[src/rtl/lsu_wb_master_pkg.sv]
// Shared types and lane-steering helpers for the lsu_wb_master load/store unit.
package lsu_wb_master_pkg;

    typedef enum logic [1:0] {
        MEM_SIZE_BYTE = 2'b00,
        MEM_SIZE_HALF = 2'b01,
        MEM_SIZE_WORD = 2'b10,
        MEM_SIZE_RSVD = 2'b11
    } mem_size_t;

    typedef enum logic [1:0] {
        LSU_IDLE = 2'b00,
        LSU_BUS  = 2'b01,
        LSU_DONE = 2'b10
    } lsu_state_t;

    // Reserved size is never legal, whatever the offset.
    function automatic logic is_misaligned(input mem_size_t size, input logic [1:0] off);
        case (size)
            MEM_SIZE_BYTE: return 1'b0;
            MEM_SIZE_HALF: return off[0];
            MEM_SIZE_WORD: return off != 2'b00;
            default:       return 1'b1;
        endcase
    endfunction

    function automatic logic [3:0] lane_sel(input mem_size_t size, input logic [1:0] off);
        case (size)
            MEM_SIZE_BYTE: return 4'b0001 << off;
            MEM_SIZE_HALF: return 4'b0011 << off;
            default:       return 4'hF;
        endcase
    endfunction

    function automatic logic [31:0] lane_dat(input mem_size_t size, input logic [31:0] wdata);
        case (size)
            MEM_SIZE_BYTE: return {4{wdata[7:0]}};
            MEM_SIZE_HALF: return {2{wdata[15:0]}};
            default:       return wdata;
        endcase
    endfunction

endpackage

[src/rtl/lsu_wb_master_load_align.sv]
// Load-data aligner: shifts the addressed lane down and sign/zero-extends it.
module lsu_load_align
    import lsu_wb_master_pkg::*;
(
    input  logic [31:0] wb_dat_i,
    input  logic [1:0]  addr,
    input  mem_size_t   size,
    input  logic        uns,
    output logic [31:0] data
);

    logic [31:0] shifted;

    always_comb begin
        shifted = wb_dat_i >> {addr, 3'b000};
        case (size)
            MEM_SIZE_BYTE: data = {{24{~uns & shifted[7]}}, shifted[7:0]};
            MEM_SIZE_HALF: data = {{16{~uns & shifted[15]}}, shifted[15:0]};
            default:       data = shifted;
        endcase
    end

endmodule

[src/rtl/lsu_wb_master.sv]
// MEM-stage load/store unit issuing one Wishbone B4 classic single-beat cycle per request.
// Optional bus watchdog enabled by defining LSU_WB_TIMEOUT_EN.
module lsu_wb_master
    import lsu_wb_master_pkg::*;
#(
    parameter int unsigned TIMEOUT_CYCLES = 255
) (
    input  logic        clk_i,
    input  logic        rst_ni,
    input  logic        mem_req_i,
    input  logic        mem_we_i,
    input  logic [31:0] mem_addr_i,
    input  logic [31:0] mem_wdata_i,
    input  logic [1:0]  mem_size_i,
    input  logic        mem_unsigned_i,
    input  logic        mem_kill_i,
    output logic        mem_done_o,
    output logic [31:0] mem_rdata_o,
    output logic        mem_fault_o,
    output logic        mem_misaligned_o,
    output logic        wb_cyc_o,
    output logic        wb_stb_o,
    output logic        wb_we_o,
    output logic [31:0] wb_adr_o,
    output logic [31:0] wb_dat_o,
    output logic [3:0]  wb_sel_o,
    input  logic [31:0] wb_dat_i,
    input  logic        wb_ack_i,
    input  logic        wb_err_i
);

    if (TIMEOUT_CYCLES == 0 || TIMEOUT_CYCLES > 65535) begin : g_bad_timeout
        $error("lsu_wb_master: TIMEOUT_CYCLES must be in 1..65535");
    end

    lsu_state_t  state_q, state_d;
    mem_size_t   req_size, size_q;
    logic [1:0]  off_q;
    logic        uns_q;
    logic        launch, misaligned, bus_tmo, bus_end;
    logic [31:0] load_data;

    assign req_size   = mem_size_t'(mem_size_i);
    assign launch     = mem_req_i && !mem_kill_i;
    assign misaligned = is_misaligned(req_size, mem_addr_i[1:0]);

`ifdef LSU_WB_TIMEOUT_EN
    logic [15:0] tmo_cnt_q;

    // Held at zero outside BUS, so it restarts from zero on every entry.
    always_ff @(posedge clk_i or negedge rst_ni) begin
        if (!rst_ni)                tmo_cnt_q <= '0;
        else if (state_q != LSU_BUS) tmo_cnt_q <= '0;
        else                        tmo_cnt_q <= tmo_cnt_q + 16'd1;
    end

    assign bus_tmo = !wb_ack_i && !wb_err_i && (tmo_cnt_q == 16'(TIMEOUT_CYCLES));
`else
    assign bus_tmo = 1'b0;
`endif

    assign bus_end = wb_ack_i || wb_err_i || bus_tmo;

    always_ff @(posedge clk_i or negedge rst_ni) begin
        if (!rst_ni) state_q <= LSU_IDLE;
        else         state_q <= state_d;
    end

    always_comb begin
        // NOTE: default first so no branch leaves state_d unassigned and infers a latch.
        state_d = state_q;
        case (state_q)
            LSU_IDLE: if (launch) state_d = misaligned ? LSU_DONE : LSU_BUS;
            LSU_BUS:  if (bus_end) state_d = LSU_DONE;
            default:  state_d = LSU_IDLE;
        endcase
    end

    lsu_load_align u_align (
        .wb_dat_i (wb_dat_i),
        .addr     (off_q),
        .size     (size_q),
        .uns      (uns_q),
        .data     (load_data)
    );

    always_ff @(posedge clk_i or negedge rst_ni) begin
        if (!rst_ni) begin
            wb_cyc_o         <= 1'b0;
            wb_stb_o         <= 1'b0;
            wb_we_o          <= 1'b0;
            wb_adr_o         <= '0;
            wb_dat_o         <= '0;
            wb_sel_o         <= '0;
            mem_rdata_o      <= '0;
            mem_done_o       <= 1'b0;
            mem_fault_o      <= 1'b0;
            mem_misaligned_o <= 1'b0;
            off_q            <= '0;
            size_q           <= MEM_SIZE_BYTE;
            uns_q            <= 1'b0;
        end else begin
            // NOTE: non-blocking defaults overridden later in the block make done/flags one-cycle pulses.
            mem_done_o       <= 1'b0;
            mem_fault_o      <= 1'b0;
            mem_misaligned_o <= 1'b0;
            case (state_q)
                LSU_IDLE: begin
                    if (launch) begin
                        mem_rdata_o <= '0;
                        if (misaligned) begin
                            mem_done_o       <= 1'b1;
                            mem_misaligned_o <= 1'b1;
                        end else begin
                            wb_cyc_o <= 1'b1;
                            wb_stb_o <= 1'b1;
                            wb_we_o  <= mem_we_i;
                            wb_adr_o <= {mem_addr_i[31:2], 2'b00};
                            wb_sel_o <= lane_sel(req_size, mem_addr_i[1:0]);
                            wb_dat_o <= lane_dat(req_size, mem_wdata_i);
                            off_q    <= mem_addr_i[1:0];
                            size_q   <= req_size;
                            uns_q    <= mem_unsigned_i;
                        end
                    end
                end
                LSU_BUS: begin
                    if (bus_end) begin
                        wb_cyc_o    <= 1'b0;
                        wb_stb_o    <= 1'b0;
                        mem_done_o  <= 1'b1;
                        mem_fault_o <= wb_err_i || bus_tmo;
                        // Error beats a simultaneous ack; stores never return data.
                        mem_rdata_o <= (wb_ack_i && !wb_err_i && !wb_we_o) ? load_data : '0;
                    end
                end
                default: ;
            endcase
        end
    end

endmodule

[config.mk]
export PLATFORM = sky130hd
export DESIGN_NAME = lsu_wb_master
export DESIGN_NICKNAME = d
export VERILOG_FILES = /design/src/rtl/lsu_wb_master_pkg.sv /design/src/rtl/lsu_wb_master_load_align.sv /design/src/rtl/lsu_wb_master.sv
export SDC_FILE = /design/constraint.sdc
export NUM_CORES = 1
export LEC_CHECK = 0
export CAP_MARGIN = 15
export CORE_MARGIN = 5
export CORE_UTILIZATION = 46
export DETAILED_ROUTE_END_ITERATION = 8
export GPL_TIMING_DRIVEN = 0
export HOLD_SLACK_MARGIN = 0.02
export MAX_ROUTING_LAYER = met4
export PLACE_DENSITY_LB_ADDON = 0.15
export SYNTH_ARGS = -nofsm -noshare
export SYNTH_HDL_FRONTEND = slang
export SYNTH_SLANG_ARGS = --single-unit
[constraint.sdc]
create_clock -name clk_i -period 3.9 [get_ports clk_i]
set_input_delay 0.78 -clock clk_i [delete_from_list [all_inputs] [get_ports clk_i]]
set_output_delay 0.78 -clock clk_i [all_outputs]
set_load 0.005 [all_outputs]
==> impl_metrics.toml, run 1 <==
[outcome]
status = "finished clean"

[route]
avgRoutedWirePerCell_um = 19.3
routed_wl_um = 15400
vias = 4318
viasPerCell = 5.40
drc = 0
drtIter0Drc = 267
drt-pass1-iter-count = 5
ant_nets = 0

[clock_tree]
cts_hold_buf = 0
clk_latency_ns = 0.37
cts_root_buf = "clkbuf_8"
numCtsBuffers = 9
clkTransAtPathRegs_ns = 0.10
post_cts_buffers = 0
htree_num_levels = 3
clock-sinks = 110
post_cts_resize_count = 0
cts.path.max_buffers = 2
cts_tree = "done"

[placed_design]
place_hpwl_um = 11700
gp_congestion = 0.842
port_buffers = 207

[sta]
period_minus_slack_ns = 2.98
timing.hold.ws_ns = 0.405
slew_viol_final = 0
tightest_slew_ns = 0.908
finalSetupViolCount = 0
finalClockSkew_ns = 0.00771
period_share_pct = 76.4
rsz0062_at_grt = "no"
max_freq_mhz = 336
slew_headroom_pct = 39.2
timing.final.hold_violations = 0

[logic_synthesis]
synth_top_family_by_area = "multiplexers"
seq_area_frac_synth_pct = 54.6
synth-simple-area-share_pct = 8.91
synth_area_um2 = 5040
synth_compound_area_share_pct = 13.2
ys_warn_count = 0
avgSynthCellArea_um2 = 11.6
synth_cell_types = 40
ys_seq_elements = 110
muxShareOfSynthArea_pct = 19.8
synth_xor_area_share_pct = 0.174
synthAdderAreaFrac_pct = 0
postSynthCellCount = 434

[layout]
fillers = 847
ff_latch_area_um2 = 2750
final_cell_mix = "206 x clkdlybuf4s50_1, 110 x dfrtp_1, 52 x mux2_2"
diodes = 0
final_common_cell = "clkdlybuf4s50_1"
nets = 760
layout-drive-gt1-share_pct = 15.5
syn2layout_area_growth_pct = 49.6
multi_input_area_um2 = 2130

[die]
ioPinCount = 212
coreArea_um2 = 10800
start_util_pct = 46.7
rows = 38
fp.dieW_um = 115
die-area_um2 = 13100
die_y_um = 115

[worst_setup_path]
critPathLaunchType = "input pin"
path_depth = 6
crit_buf_inv = 3
setup.worst_path.class = "in -> reg"
crit_slowest_cell = "clkdlybuf4s50_1"
cp.required_ns = 4.16
critical-path-max-stage-delay_ns = 0.63
critPathCaptureType = "flop"
cpLargestDelayFamily = "buffers and inverters"
regToRegEndpoint = "mem_rdata_o[31]"
worst-r2r-setup-slack_ns = 1.58
r2r-start = "state_q[1]"
crit_chain = "clkdlybuf4s50_1 > a21oi_1 > o21ai_1 > clkbuf_1 > buf_2 > mux2_2"
crit_fanout = 10
arrival_ns = 3.24
reg2reg_depth = 6
endpoint = "wb_dat_o[1]"
crit_start = "mem_addr_i[0]"

[power]
combPwrFrac_pct = 35.5
power.density_nw_per_um2 = 471
power_switching_w = 0.00103
cell_internal_pwr_w = 0.00252
seqPwrFrac_pct = 42.7
totalPowerFinal_w = 0.00355
switching_share_pct = 29.0
ir_worst_vdd_v = 0.000330
p_clk_share_pct = 21.8
p_leak_nw = 3.21

[global_route]
gr-total-overflow = 0
globalRouteTotalUtil_pct = 24.3
grt_max_degree = 68
antenna_found_initial = 0
grt_pass1_wl_um = 24000
grt_pass1_vias = 4608

[hold_path]
hold_path_class = "in -> async"

[job]
max_cap_violations = 0
-- routing by layer --
layer / share of wire, % / up-vias / GRT usage, %
met5: 0 / - / -
met4: 2.8 / 0 / 9.34
met3: 8.2 / 27 / 6.18
met2: 51 / 190 / 40.5
met1: 38 / 2116 / 28.3
li1: - / 1985 / -
-- stage by stage --
stage          utilization, %  area (µm²)  TNS, ns  setup slack [ns]  cells
4_1_cts                  69.8        7540        0             0.872    799
3_5_place_dp             67.8        7320        0             0.464    783
3_3_place_gp             67.6        7290  -236.54             -2.16    782
2_1_floorplan               -        5040        0              1.52    435
5_1_grt                  69.8        7540        0             0.714    799
6_report                 69.8        7540        0             0.921    799
-- power by group through the flow --
| stage | Clock [W] | Sequential, W | Combinational (W) |
|---|---|---|---|
| final | 0.000773 | 0.00151 | 0.00126 |
| after global routing | 0.000832 | 0.00155 | 0.00137 |
| after CTS | 0.000783 | 0.00151 | 0.00127 |
| after detailed placement | 0 | 0.00154 | 0.00126 |
| after global placement | 0 | 0.00152 | 0.00124 |
| after floorplan | 0 | 0.00154 | 0.000489 |
-- worst register-to-register path: stages, from the launching register on --
cell	delay [ns]
dfrtp_1	0.44
nand2b_4	0.18
or4b_4	0.49
buf_6	0.16
a2111oi_4	0.62
buf_6	0.24
a221o_2	0.13
-- registers in the layout, summed over array words and instances (netlist names) --
signal	flops
uns_q	1
size_q	2
mem_misaligned_o	1
off_q	2
state_q	2
mem_fault_o	1
wb_we_o	1
wb_sel_o	4
wb_stb_o	1
mem_rdata_o	32
wb_adr_o	30
wb_dat_o	32
mem_done_o	1
-- logic make-up after synthesis --
group                     after synthesis
DFF                                   110
AOI/OAI and AO/OA                     102
muxes                                  92
and+or+nand+nor                        92
buffers and inverters                  36
xor gates and xnor gates                1
other                                   1
-- how the worst min path moves through the flow --
stage                         from         endpoint  slack, ns  depth (start not counted)
detailed placement     wb_dat_o[8]      wb_dat_o[8]       0.47                          2
global placement      wb_dat_o[10]     wb_dat_o[10]       0.46                          2
global route                rst_ni  mem_rdata_o[26]       0.45                          1
finish                      rst_ni  mem_rdata_o[26]       0.41                          1
floorplan           mem_rdata_o[0]   mem_rdata_o[0]       0.47                          2
CTS                         rst_ni  mem_rdata_o[25]       0.41                          1
-- cell usage after synthesis, drive strengths merged --
library cell  instances  area (µm²)
a22o                  1        8.76
conb                  1        3.75
nor2                 22        82.6
clkbuf               26        97.6
mux4                  1        22.5
nor3b                 2        15.0
a221o                17         190
or4b                  2        23.8
or2                   2        12.5
mux2i                39         390
nand2b                3        26.3
nor4b                 1        15.0
buf                   8        57.6
o21bai                2        15.0
mux2                 52         586
a21oi                23         115
inv                   2        7.51
a2111oi               1        27.5
o211ai                1        7.51
o21ai                52         260
nand2                46         173
o21a                  1        7.51
or3b                  1        8.76
o311ai                2        17.5
dfrtp               110        2750
nor4                  1        6.26
and2                  1        6.26
nor3                  3        20.0
a21o                  1        7.51
nand3b                8        60.1
xor2                  1        8.76
o31ai                 1        7.51
-- cell type report --
class | count | share of cell area, %
Buffer | 34 | 2.06
Clock buffer | 10 | 1.83
Clock inverter | 6 | 1.13
Inverter | 2 | 0.0996
Multi-Input combinational cell | 289 | 28.2
Sequential cell | 110 | 36.5
Tap cell | 140 | 2.32
Timing Repair Buffer | 208 | 27.8
(Power assumes the default switching activity.)
==> inputs of run 2 (changes only) <==
- CORE_UTILIZATION: 46 -> 43
- clock period: 3.9 -> 2.87 ns (I/O delays scaled with it)
==> run 2 against run 1 <==
Power grew 41%; via count rose by 0.60%; non-clock buffer count rose by 1; first-iteration DRC count rose by 37%; routed wire length decreased by 0.50%; register-to-register slack lost 0.94 ns; critical path depth unchanged; global-route usage fell by 1.9 points; clock power is 57% higher; core utilization down 3.5 points; largest power group unchanged.
==> impl_metrics.toml, run 2 (synthesized netlist as in run 1, its figures left out) <==
[outcome]
status = "finished clean"

[global_route]
top_usage_layer = "met2"
grt_pass1_wl_um = 24700
gr-total-overflow = 0
grt_max_degree = 66
grt.met1_usage_pct = 27.2
globalRouteTotalUtil_pct = 22.4
grtUsageMet2_pct = 35.4
met3_usage_pct = 7.50
antenna_found_initial = 0
grt_pass1_vias = 4669

[layout]
diodes = 0
final_common_cell = "clkdlybuf4s50_1"
syn2layout_area_growth_pct = 51.0
nets = 761
fin_area_um2 = 7610
reg_top3 = "mem_rdata_o (32), wb_dat_o (32), wb_adr_o (30)"
final_cell_mix = "206 x clkdlybuf4s50_1, 110 x dfrtp_1, 52 x mux2_2"
layout-drive-gt1-share_pct = 15.3

[worst_setup_path]
critPathCaptureType = "flop"
crit_fanout = 10
regToRegEndpoint = "mem_rdata_o[31]"
cp.required_ns = 3.07
critical-path-max-stage-delay_ns = 0.63
arrival_ns = 2.81
reg2reg_depth = 6
worst-r2r-setup-slack_ns = 0.64
setup.worst_path.class = "in -> reg"
critPathLaunchType = "input pin"
crit_slowest_cell = "clkdlybuf4s50_1"
r2r-start = "state_q[1]"
crit_chain = "clkdlybuf4s50_1 > a21oi_1 > o21ai_1 > clkbuf_2 > clkbuf_1 > o21ai_0"

[clock_tree]
cts_hold_buf = 0
clock-sinks = 110
clkTransAtPathRegs_ns = 0.07
clk_latency_ns = 0.34
cts.path.max_buffers = 2
post_cts_resize_count = 0
cts_root_buf = "clkbuf_16"
numCtsBuffers = 9
cts_tree = "done"
post_cts_buffers = 0
htree_num_levels = 3

[sta]
rsz0062_at_grt = "no"
timing.final.hold_violations = 0
period_minus_slack_ns = 2.61
tightest_slew_ns = 0.843
finalClockSkew_ns = 0.00842
slew_headroom_pct = 43.6
finalSetupViolCount = 0
timing.hold.ws_ns = 0.239
max_freq_mhz = 383
period_share_pct = 90.9
slew_viol_final = 0

[job]
max_cap_violations = 0

[route]
vias = 4344
ant_nets = 0
routed_wl_um = 15300
viasPerCell = 5.41
drt-pass1-iter-count = 4
drtIter0Drc = 365
drc = 0
avgRoutedWirePerCell_um = 19.1

[die]
start_util_pct = 43.9
fp.dieW_um = 118
die_y_um = 118
ioPinCount = 212
rows = 39
coreArea_um2 = 11500
die-area_um2 = 14000

[hold_path]
hold_path_class = "in -> async"

[placed_design]
gp_congestion = 0.805
port_buffers = 207
place_hpwl_um = 11700
placed_area_um2 = 7320

[power]
ir_worst_vdd_v = 0.000435
power.density_nw_per_um2 = 657
p_leak_nw = 3.25
## run 2: layer usage
| metal | part of all wire (%) | up-vias |
|---|---|---|
| li1 | - | 1995 |
| met1 | 42 | 2147 |
| met2 | 47 | 180 |
| met3 | 9.0 | 22 |
| met4 | 1.9 | 0 |
| met5 | 0 | - |
## run 2: how the worst max path moves through the flow
| stage | endpoint | from | slack [ns] |
|---|---|---|---|
| 2_1_floorplan | wb_dat_o[0] | mem_size_i[0] | 0.70 |
| 3_3_place_gp | wb_adr_o[10] | rst_ni | -2.98 |
| 3_5_place_dp | wb_dat_o[7] | mem_addr_i[0] | -0.34 |
| 4_1_cts | wb_dat_o[7] | mem_addr_i[0] | 0.01 |
| 5_1_grt | wb_dat_o[22] | mem_addr_i[0] | 0.01 |
| 6_report | wb_dat_o[18] | mem_addr_i[0] | 0.26 |
## run 2: through the flow
step	power (W)	setup slack [ns]	std cells	util [%]	setup TNS, ns
floorplan	0.00276	0.700	435	-	0
global placement	0.00376	-2.98	785	63.6	-334.09
detailed placement	0.00382	-0.342	786	63.8	-9.21
CTS	0.00505	0.00960	802	66.3	0
global route	0.00527	0.0102	803	66.4	0
finish	0.00500	0.260	803	66.4	0
## run 2: final cells by class
class                           count  area (µm²)
Clock inverter                      4        47.5
Fill cell                         961        3860
Sequential cell                   110        2750
Multi-Input combinational cell    289        2130
Buffer                             34         156
Timing Repair Buffer              209        2100
Tap cell                          143         179
Clock buffer                       12         236
Inverter                            2        7.51
## run 2: report_power, final
part	leakage (nW)	internal [W]	switching (W)	total, W
clock network	0.137	0.000675	0.000537	0.00121
logic	1.72	0.00104	0.000692	0.00173
registers	1.39	0.00188	0.000181	0.00206
## run 2: worst max-delay path, delay by kind of cell
family / cells / cell delay [ns]
buf+inv: 3 / 1.47
compound gates: 3 / 0.76
